`src/rtl/validador_senha.sv`:
```
// Password validator: walks one shared W-bit comparator over all stored slots. The result comes on edge E0+NUM_SENHAS+1.
// No backpressure. A request is taken only in IDLE; while busy or locked out a request is dropped, never queued.
module validador_senha #(
    parameter int NUM_DIGITOS    = 20,
    parameter int NUM_SENHAS     = 5,
    parameter int MAX_TENTATIVAS = 5,
    parameter int BLOQ_TICKS     = 30,
    localparam int W             = 4 * NUM_DIGITOS
) (
    input  logic                    clk,
    input  logic                    rst,
    input  logic [W-1:0]            senha_in,
    input  logic                    senha_valid,
    input  logic [NUM_SENHAS*W-1:0] senhas_cfg,
    input  logic                    clr_tentativas,
    input  logic                    tick_ms,
    output logic                    busy,
    output logic                    resultado_valid,
    output logic                    senha_ok,
    output logic                    master_ok,
    output logic [2:0]              slot_idx,
    output logic [2:0]              tentativas,
    output logic                    bloqueado
);

    localparam int KW = $clog2(NUM_SENHAS + 1);

    typedef enum logic [1:0] {
        S_IDLE,
        S_COMPARA,
        S_BLOQUEADO
    } estado_t;

    estado_t        r_estado;
    estado_t        w_prox;

    logic [W-1:0]   r_codigo;
    logic [KW-1:0]  r_k;
    logic [KW-1:0]  r_idx;
    logic           r_achou;
    logic [15:0]    r_cnt;
    logic [2:0]     r_tent;
    logic           r_res_vld;
    logic           r_ok;
    logic           r_master;
    logic [2:0]     r_slot_idx;

    logic [W-1:0]   w_slots [NUM_SENHAS];
    logic [KW-1:0]  w_sel;
    logic [W-1:0]   w_slot;
    logic           w_match;
    logic           w_fim;
    logic [2:0]     w_tent_inc;
    logic           w_bloqueia;
    logic           w_fim_bloq;

    always_comb begin
        for (int s = 0; s < NUM_SENHAS; s++) begin
            w_slots[s] = senhas_cfg[s*W +: W];
        end
    end

    // r_k runs one past the last slot; that extra cycle registers the result
    assign w_fim      = (r_k == KW'(NUM_SENHAS));
    assign w_sel      = w_fim ? '0 : r_k;
    assign w_slot     = w_slots[w_sel];
    assign w_match    = (r_codigo == w_slot) && (w_slot != '1) && (r_codigo != '1);
    assign w_tent_inc = (r_tent == 3'(MAX_TENTATIVAS)) ? r_tent : r_tent + 3'd1;
    assign w_bloqueia = !r_achou && (w_tent_inc == 3'(MAX_TENTATIVAS));
    assign w_fim_bloq = tick_ms && (r_cnt == 16'd1);

    always_ff @(posedge clk or negedge rst) begin
        if (!rst) begin
            r_estado <= S_IDLE;
        end else begin
            r_estado <= w_prox;
        end
    end

    always_comb begin
        w_prox = r_estado;
        case (r_estado)
            S_IDLE: begin
                if (senha_valid) begin
                    w_prox = S_COMPARA;
                end
            end
            S_COMPARA: begin
                if (w_fim) begin
                    w_prox = w_bloqueia ? S_BLOQUEADO : S_IDLE;
                end
            end
            S_BLOQUEADO: begin
                if (w_fim_bloq) begin
                    w_prox = S_IDLE;
                end
            end
            default: w_prox = S_IDLE;
        endcase
    end

    always_ff @(posedge clk or negedge rst) begin
        if (!rst) begin
            r_codigo   <= '0;
            r_k        <= '0;
            r_idx      <= '0;
            r_achou    <= 1'b0;
            r_cnt      <= '0;
            r_tent     <= '0;
            r_res_vld  <= 1'b0;
            r_ok       <= 1'b0;
            r_master   <= 1'b0;
            r_slot_idx <= '0;
        end else begin
            r_res_vld <= 1'b0;
            case (r_estado)
                S_IDLE: begin
                    if (senha_valid) begin
                        r_codigo <= senha_in;
                        r_k      <= '0;
                        r_idx    <= '0;
                        r_achou  <= 1'b0;
                    end else if (clr_tentativas) begin
                        r_tent <= '0;
                    end
                end
                S_COMPARA: begin
                    if (!w_fim) begin
                        // Keep only the lowest matching slot
                        if (w_match && !r_achou) begin
                            r_achou <= 1'b1;
                            r_idx   <= r_k;
                        end
                        r_k <= r_k + 1'b1;
                    end else begin
                        r_res_vld  <= 1'b1;
                        r_ok       <= r_achou;
                        r_master   <= r_achou && (r_idx == '0);
                        r_slot_idx <= r_achou ? 3'(r_idx) : 3'd0;
                        r_tent     <= r_achou ? 3'd0 : w_tent_inc;
                        if (w_bloqueia) begin
                            r_cnt <= 16'(BLOQ_TICKS);
                        end
                    end
                end
                S_BLOQUEADO: begin
                    if (tick_ms) begin
                        r_cnt <= r_cnt - 16'd1;
                        if (r_cnt == 16'd1) begin
                            r_tent <= '0;
                        end
                    end
                end
                default: ;
            endcase
        end
    end

    assign busy            = (r_estado != S_IDLE);
    assign bloqueado       = (r_estado == S_BLOQUEADO);
    assign resultado_valid = r_res_vld;
    assign senha_ok        = r_ok;
    assign master_ok       = r_master;
    assign slot_idx        = r_slot_idx;
    assign tentativas      = r_tent;

endmodule

```
`config.mk`:
```
export PLATFORM = sky130hd
export DESIGN_NAME = validador_senha
export DESIGN_NICKNAME = d
export VERILOG_FILES = /design/src/rtl/validador_senha.sv
export SDC_FILE = /design/constraint.sdc
export NUM_CORES = 1
export LEC_CHECK = 0
export ABC_CLOCK_PERIOD_IN_PS = 4900
export CAP_MARGIN = 20
export CORE_AREA = 4 4 189 191
export CTS_CLUSTER_SIZE = 20
export DETAILED_ROUTE_END_ITERATION = 12
export DIE_AREA = 0 0 193 195
export GPL_TIMING_DRIVEN = 0
export HOLD_SLACK_MARGIN = 0.15
export PLACE_DENSITY = 0.61
export SYNTH_ARGS = -nofsm -noshare
export SYNTH_HDL_FRONTEND = slang
export SYNTH_SLANG_ARGS = --single-unit
```
`constraint.sdc`:
```
create_clock -name clk -period 4.9 [get_ports clk]
set_input_delay 0.98 -clock clk [delete_from_list [all_inputs] [get_ports clk]]
set_output_delay 0.98 -clock clk [all_outputs]
set_load 0.01 [all_outputs]
```
### Word level (Yosys, flattened, before mapping)

Index checks and enable logic that the tools add are counted.

* output and inout port bits: 11
* register bits after elaboration: 114

* order comparisons: 1
* mux-type cells: 34
* add/sub/neg operators: 3
* equality and inequality tests: 19
* reductions and logical operators: 20
* bitwise logic cells: 1

Operators with widths (number)
* binary-select mux 80 bit (select 3 bit): 1
* 2-to-1 mux 80 bit: 2
* != test 80 bit (second input constant): 2
* equality test 80 bit: 1
* 2-to-1 mux 16 bit: 3
* 2-to-1 mux 3 bit: 13
* case mux 16 bit (2 select lines): 1
* equality test 16 x 1 -> 1 bit (second input constant): 1
* != test 2 bit (second input constant): 8
* subtractor 16 x 1 -> 16 bit (second input constant): 1
* case mux 3 bit (2 select lines): 2
* equality test 3 bit (second input constant): 3
* case mux 3 bit (3 select lines): 1
* 2-to-1 mux 2 bit: 4
* AND reduction 4 bit: 2
* adder 3 x 1 -> 3 bit (second input constant): 2
* logical AND 1 bit: 6
* case mux 2 bit (3 select lines): 1
* AND reduction 3 bit: 2
* AND reduction 6 bit: 1
* nonzero test 2 bit: 3
* 2-to-1 mux 1 bit: 5
* >= comparator 4 bit (second input constant): 1
* != test 2 x 1 -> 1 bit (second input constant): 2
* 9 further kinds: 10

### Logic depth before layout (Yosys ltp)

Gate-level depths: netlist of run 1.

* word-level depth: 13
* gate-level depth with buffers: 19

### Worst setup path after synthesis of run 1

OpenSTA, ideal clock, no wires.

* path type: register -> register
* start: reg r_k[1]
* end: reg r_idx[2]
* clock period less this slack: 3.980 ns
* slack: 0.920 ns
* buffers on the path: 5
* arrival: 3.856 ns
* required time: 4.776 ns
* cell stages (with the launch flop): 18
* path through: dfrtp_1 -> buf_6 -> clkbuf_1 -> inv_1 -> clkbuf_1 -> ha_1 -> buf_4 -> buf_4 -> nand2_1 -> a22o_1 -> a222oi_1 -> o2111ai_1 -> or4_1 -> nor4_1 -> nand4_1 -> nor4_4 -> nor2_1 -> a211o_1

* cells in the longest elaborated chain, start to end: 12
* elaborated cells between the ends (all ways): 14
* those cells by class: 5 x eq/ne; 4 x mux; 1 x bitwise; 4 x reduce/logical

Ends and longest elaborated chain
* from (decl): line 38 `logic [KW-1:0] r_k;`
* from (signal assigned): line 134 `r_k <= r_k + 1'b1;`
* equality test 3 bit: line 64 `assign w_fim = (r_k == KW'(NUM_SENHAS));`
* 2-to-1 mux 3 bit: line 65 `assign w_sel = w_fim ? '0 : r_k;`
* NOT 3 -> 4 bit (implied by the code): line 66 `assign w_slot = w_slots[w_sel];`
* binary-select mux 80 bit (select 3 bit): line 66
* 2-to-1 mux 80 bit (implied by the code) (2 in a row): line 66
* equality test 80 bit or != test 80 bit (tied branches): line 67 `assign w_match = (r_codigo == w_slot) && (w_slot != '1) && (r_codigo != '1);`
* logical AND 1 bit (2 in a row): line 67
* logical AND 1 bit: line 130 `if (w_match && !r_achou) begin`
* != test 2 bit (no line)
* AND reduction 4 bit (no line) *
* to (signal assigned): line 132 `r_idx <= r_k;`
* to (decl): line 39 `logic [KW-1:0] r_idx;`

Mark *: on every way between the ends. The rest lies on a longest branch, timed or not. The select of a mux whose other input is x is not followed.
A chain may end at the register's enable or synchronous reset.

### Worst setup path after layout of run 1

Same ends and word-level chain as after synthesis.

==> metrics.txt, run 1 <==
max-cap violation count=0; vias in the first global route=14,200; clock sink count=114; fin crit share=between 90% and 100%; Mean Syn Cell Area=~7 um2; area share of the largest cell type after synthesis=27.2%; fin util=approximately 49%; # IOs=496; share of layout cells above drive strength 1=6.23%; final wirelength=76.8 mm; worst skew pair latency=roughly 0.42 ns; worst-path cell chain=buf_6 -> clkbuf_2 -> inv_2 -> clkbuf_8 -> ha_2 -> buf_4 -> buf_2 -> buf_2 -> a21oi_1 -> a21oi_1 -> o21ai_0 -> nand2_1 -> or2_2 -> a22oi_1 -> nand4_1 -> nor4_4 -> buf_4 -> nor2_1 -> a211o_1; H-tree depth=4; post-route ant nets=0; Worst Path Arrival=5.12 ns; Mapped Nets=about 2,000; final setup fails=0; Initial DRC Count=1,747; Max Buffers Root-to-Sink=2; Worst path max stage delay=between 0.5 and 0.6 ns; Post-Synthesis Cells=1,507; Post-Layout Inst Area=16,800 um2; Leak Pwr=7.08 nW; final setup skew=between 0.01 and 0.015 ns; Avg Vias per Cell=5.88; Setup TNS=0 ns; status=finished clean; Horiz. Die Dim=193 um; Initial DRT Pass Iterations=6; final hold violation count=0; Ys Warns=0; die area=between 30,000 and 40,000 um2; worst min path class=input pin to async pin; required time worst endpoint=5.20 ns; fin crit period=4.82 ns; first-pass GRT wire length=105 mm; ranking of synthesized cells by area=dfrtp_1 (27%), nand2_1 (13%), a21oi_1 (8.3%); VDD IR max=0.000272 V; PD cells=589 nW/um2; IO Port Bufs=495; slew margin rel.=38.7%; hpwl dp=64.7 mm; FMAX=208 MHz; largest net degree at the start of global routing=82; #FFs+latches synth=~110; Clock Pin Slew Worst Setup and Hold Paths=0.06 ns; TritonCTS clock tree=yes; CTS root buf=clkbuf_16; worst-path fanout max=10; CTS buffer count=17; DP Worst Slack=-1.57 ns; unrepaired setup endpoints after global routing=no; initial antenna violation count=26; final worst setup slack=around 0.083 ns; Netlist cell types=69; final slew viol count=0; Main synth FF type=dfrtp_1; Tightest Pin Transition=0.919 ns; asr flop ratio synth=100%; WS Path Type=register to register; Worst setup EP type=register; number of synthesized flops with an enable pin=0; Yosys top cell by area=dfrtp_1; Starting Density=just over 30%; core area=34,100 um2; row cnt=68; placed inst area=16,000 um2; crit path max-delay cell type=o21ai_0; Die Height=195 um; area added between synthesis and finish=60.4%; Filler Cells Inserted=3,469; CP startpoint kind=register; post-synthesis cell area=10,500 um2; Vias=14,800; GRT overflow=0; routed len/inst=30.5 um; routability cong.=between 1 and 1.5; Seq/Total Area, Yosys=a little over a quarter; final net count=roughly 2,500; Total GRT Usage=38.7%; DR DRC count=0
## flip-flops by register name, summed over array words and instances, names as in the netlist
name and count:
master_ok 1, r_estado 2, r_cnt 16, tentativas 3, resultado_valid 1, r_achou 1
slot_idx 3, senha_ok 1, r_k 3, r_idx 3, r_codigo 80
## worst max-delay path: cells and delay by family (launching register included)
family / cells / cell delay, ns
adders and majority gates: 1 / 0.23
AOI/OAI and AO/OA: 5 / 1.42
and+or+nand+nor: 5 / 1.14
buffers and inverters: 8 / 1.54
DFF: 1 / 0.36
## through the flow
stage / std cells / hold WS (ns) / power, mW
after floorplan: 1507 / 0.478 / 5.27
after global placement: 2457 / 0.455 / 8.19
after detailed placement: 2459 / 0.457 / 8.24
after CTS: 2491 / 0.453 / 9.59
after global routing: 2518 / 0.461 / 10.2
final: 2518 / 0.445 / 9.89
## cells by family after synthesis
logic type	after synthesis	synth area share, %
flip-flops	114	27.2
AO/OA/AOI/OAI	478	28.4
AND/OR/NAND/NOR	629	26.4
multiplexers	82	7.84
XOR/XNOR	29	2.42
adder cells (fa/ha/maj)	6	0.716
buffers and inverters	169	6.95
## cells in the mapped netlist (all sizes together) (7+ instances only)
| library cell | instances |
|---|---|
| a22oi | 64 |
| nand3 | 22 |
| dfrtp | 114 |
| a21oi | 173 |
| mux2i | 81 |
| a221oi | 10 |
| nor3 | 9 |
| clkbuf | 41 |
| o221ai | 7 |
| xor2 | 18 |
| nand4 | 31 |
| o22ai | 25 |
| a21boi | 15 |
| nand2 | 366 |
| or3 | 8 |
| o211ai | 12 |
| nand2b | 18 |
| o21ai | 101 |
| nor4 | 20 |
| inv | 57 |
| nor2 | 116 |
| o2111ai | 9 |
| xnor2 | 11 |
| buf | 71 |
| a22o | 12 |
## what timing repair did
| item | CTS | global route |
|---|---|---|
| pin swaps | 2 | 1 |
| setup endpoints to repair | 4 | 4 |
| gates resized for setup | 32 | 16 |
| hold buffers | 0 | 0 |
| endpoints found under the hold margin | 0 | 0 |
| setup buffers | 2 | 0 |
## layout by cell type (no fill, tap or decap), drive strengths merged, types with 6 or more instances in the layout
master         instances
mux2i                 81
nor2                 116
o2111ai                9
nand3                 22
dfrtp                114
nand2                366
a22oi                 64
nand4                 31
nor4                  20
ha                     6
clkbuf                59
xor2                  18
diode                 26
a21oi                173
inv                   67
buf                   74
nand2b                18
o211ai                12
or3                    8
a21boi                15
a221oi                10
o21ai                101
o22ai                 25
a2111oi                6
nor2b                  6
xnor2                 11
nor3                   9
or4                    6
o221ai                 7
clkdlybuf4s50        494
a22o                  12
## cell type report
class | count | area [um2] | area share [%]
Multi-Input combinational cell | 1224 | 6960 | 41.4
Tap cell | 455 | 569 | 3.39
Buffer | 110 | 553 | 3.29
Clock inverter | 15 | 161 | 0.960
Timing Repair Buffer | 500 | 5010 | 29.8
Clock buffer | 17 | 425 | 2.53
Antenna cell | 26 | 65.1 | 0.387
Sequential cell | 114 | 2850 | 17.0
Inverter | 57 | 214 | 1.27
## per-layer routing
layer / global-route usage [%] / share of wire [%] / vias up
met2: 62.0 / 46 / 978
met1: 52.4 / 41 / 7210
met4: 14.2 / 3.5 / 0
met3: 6.58 / 9.4 / 140
met5: 0 / 0 / -
li1: - / - / 6469
## final timing paths
kind,startpoint,endpoint,slack [ns],cells past startpoint
min in group clk,slot_idx[0],slot_idx[0],0.47,2
worst max-delay path,r_k[1],r_idx[2],0.08,19
max in group asynchronous,rst,r_codigo[23],3.71,2
worst min-delay path,rst,resultado_valid,0.44,1
worst max register to register,r_k[1],r_idx[2],0.08,19
worst min register to register,slot_idx[0],slot_idx[0],0.47,2
## where the power goes
| part | internal, mW | switching (mW) |
|---|---|---|
| logic | 2.27 | 4.26 |
| registers | 1.33 | 0.789 |
| clock network | 0.723 | 0.526 |
Note: power is estimated with default switching activity, not from simulation.
==> run 2, diff against run 1 <==
- ABC_CLOCK_PERIOD_IN_PS: 4900 -> default
- RECOVER_POWER: default -> 100
==> run 2 against run 1 <==
Against the previous run: count of clock-buffer cells in the layout did not move; the run now ends with max-capacitance violations, max-slew violations left; worst setup slack improved by 0.023 ns; flip-flop and latch count did not move; first-iteration DRC count fell by 0.74%; clock skew fell by 0.00079 ns; critical path type unchanged; largest power group unchanged; core utilization fell by 0.10 points; critical path depth fell by 1; hold slack improved by 0.022 ns; non-clock buffer count did not move; design area fell by 0.21%; sequential share of layout area barely moved; clock power barely moved.
==> metrics.txt, run 2 (same netlist as run 1, synthesis figures left out) <==
Die Height=195 um; core area=34,100 um2; clock sink count=114; WS Path Type=register to register; Total GRT Usage=38.7%; M2 GR Usage=just over 60%; required time worst endpoint=5.20 ns; share of layout cells above drive strength 1=6.04%; Starting Density=30.7%; unrepaired setup endpoints after global routing=no; final hold violation count=0; final setup skew=0.0124 ns; Worst Path Arrival=5.10 ns; Post-Layout Inst Area=16,800 um2; Horiz. Die Dim=193 um; Sw Pwr=5.58 mW; final worst setup slack=0.106 ns; IO Port Bufs=495; Clock Pin Slew Worst Setup and Hold Paths=0.06 ns; worst skew pair latency=around 0.42 ns; DP Worst Slack=-1.57 ns; CP startpoint kind=register; switching portion of total power=56.4%; fin util=between 40% and 50%; final net count=between 2,000 and 3,000; hold_ws=0.467 ns; Avg Vias per Cell=5.89; fin crit period=4.79 ns; met1 usage in global routing=52.4%; placed inst area=16,000 um2; hpwl dp=64.7 mm; Comb pwr share=65.9%; largest net degree at the start of global routing=82; most frequent cells in the layout=clkdlybuf4s50_1 (482), nand2_1 (366), a21oi_1 (173); DR DRC count=0; fin crit share=97.8%; final slew viol count=roughly 120; first-pass GRT wire length=about 100 mm; VDD IR max=0.000276 V; routed len/inst=30.5 um; Initial DRC Count=1,734; CTS buffer count=17; slew margin rel.=-40.1%; initial antenna violation count=26; max FFs per register=80; post-route ant nets=0; Filler Cells Inserted=3,475; sequential fraction of design power=21.5%; final wirelength=76.8 mm; FMAX=209 MHz; failing checks=max-capacitance violations, max-slew violations; Tightest Pin Transition=2.10 ns; worst-path fanout max=10; Worst setup EP type=register; Initial DRT Pass Iterations=6; met3 GRT Util=6.58%; total internal power=4.31 mW; Vias=14,800; final setup fails=0; PD cells=590 nW/um2; H-tree depth=4; Max Buffers Root-to-Sink=2; Leak Pwr=7.09 nW; clock share of power=12.6%; area added between synthesis and finish=60.0%; TritonCTS clock tree=yes; # IOs=496; GRT overflow=0; row cnt=about 70; max-cap violation count=2; Most flops, register=r_codigo; grt peak-use layer=met2; Setup TNS=0 ns; worst min path class=register to register; Top Registers=r_codigo: 80 flops, r_cnt: 16 flops; routability cong.=around 1.0; most common cell after layout, fill and taps aside=clkdlybuf4s50_1; die area=around 38,000 um2; vias in the first global route=14,200; CTS root buf=clkbuf_16; Post-CTS Hold Fix Bufs=0; status=complete, but fails checks
## run 2: cell count changes in the layout (fill, tap and decap cells not counted), sizes merged
cell	previous run	this run
dlygate4sd3	0	12
buf	74	70
clkdlybuf4s50	494	482
clkbuf	59	63
## run 2: layer usage
| metal | wire length [um] | share of wire, % |
|---|---|---|
| met5 | 0 | 0 |
| met4 | 2880 | 3.8 |
| met3 | 7220 | 9.4 |
| met2 | 35100 | 46 |
| met1 | 31600 | 41 |
## run 2: worst max-delay path, stage by stage, from the launching register on
cell,delay (ns)
dfrtp_1,0.36
buf_6,0.14
clkbuf_2,0.26
inv_2,0.12
clkbuf_8,0.21
ha_2,0.23
buf_4,0.18
buf_2,0.21
a21oi_1,0.14
a21oi_1,0.07
o21ai_0,0.58
o22ai_1,0.26
or4bb_1,0.60
nor4_1,0.35
nand4_1,0.21
nor4_4,0.24
buf_4,0.19
nor2_1,0.05
a211o_1,0.27
## run 2: final timing paths
path | startpoint | to | slack, ns | cells past startpoint
min in group asynchronous | rst | senha_ok | 1.04 | 1
hold / removal | slot_idx[0] | slot_idx[0] | 0.47 | 2
hold reg to reg | slot_idx[0] | slot_idx[0] | 0.47 | 2
max in group asynchronous | rst | r_codigo[21] | 0.96 | 2
setup reg to reg | r_k[1] | r_idx[2] | 0.11 | 18
setup / recovery | r_k[1] | r_idx[2] | 0.11 | 18
## run 2: timing repair
| item | CTS | global route |
|---|---|---|
| setup buffers | 2 | 0 |
| resized for setup | 32 | 16 |
| pin swaps | 2 | 1 |
| gates cloned | 0 | 0 |
| hold endpoints to repair | 0 | 0 |
| endpoints found under the setup margin | 4 | 4 |
## run 2: power by group through the flow
stage,logic (mW),registers (mW),clock network [mW]
floorplan,3.61,1.66,0
global placement,6.12,2.08,0
detailed placement,6.16,2.08,0
CTS,6.27,2.07,1.25
global route,6.81,2.11,1.30
finish,6.52,2.12,1.25
## run 2: final cells by class
class                      instances  area, um2  share of cell area (%)
multi-input combinational       1224       6960                    41.5
timing repair buffer             500       4970                    29.7
sequential                       114       2850                    17.0
tap                              455        569                    3.39
buffer                           110        553                    3.30
clock buffer                      17        425                    2.54
inverter                          57        214                    1.28
clock inverter                    15        161                   0.962
antenna                           26       65.1                   0.388
## run 2: metrics by stage
step	total power, mW	std cells
after floorplan	5.27	1507
after global placement	8.19	2457
after detailed placement	8.24	2459
after CTS	9.59	2491
after global routing	10.2	2518
final	9.89	2518
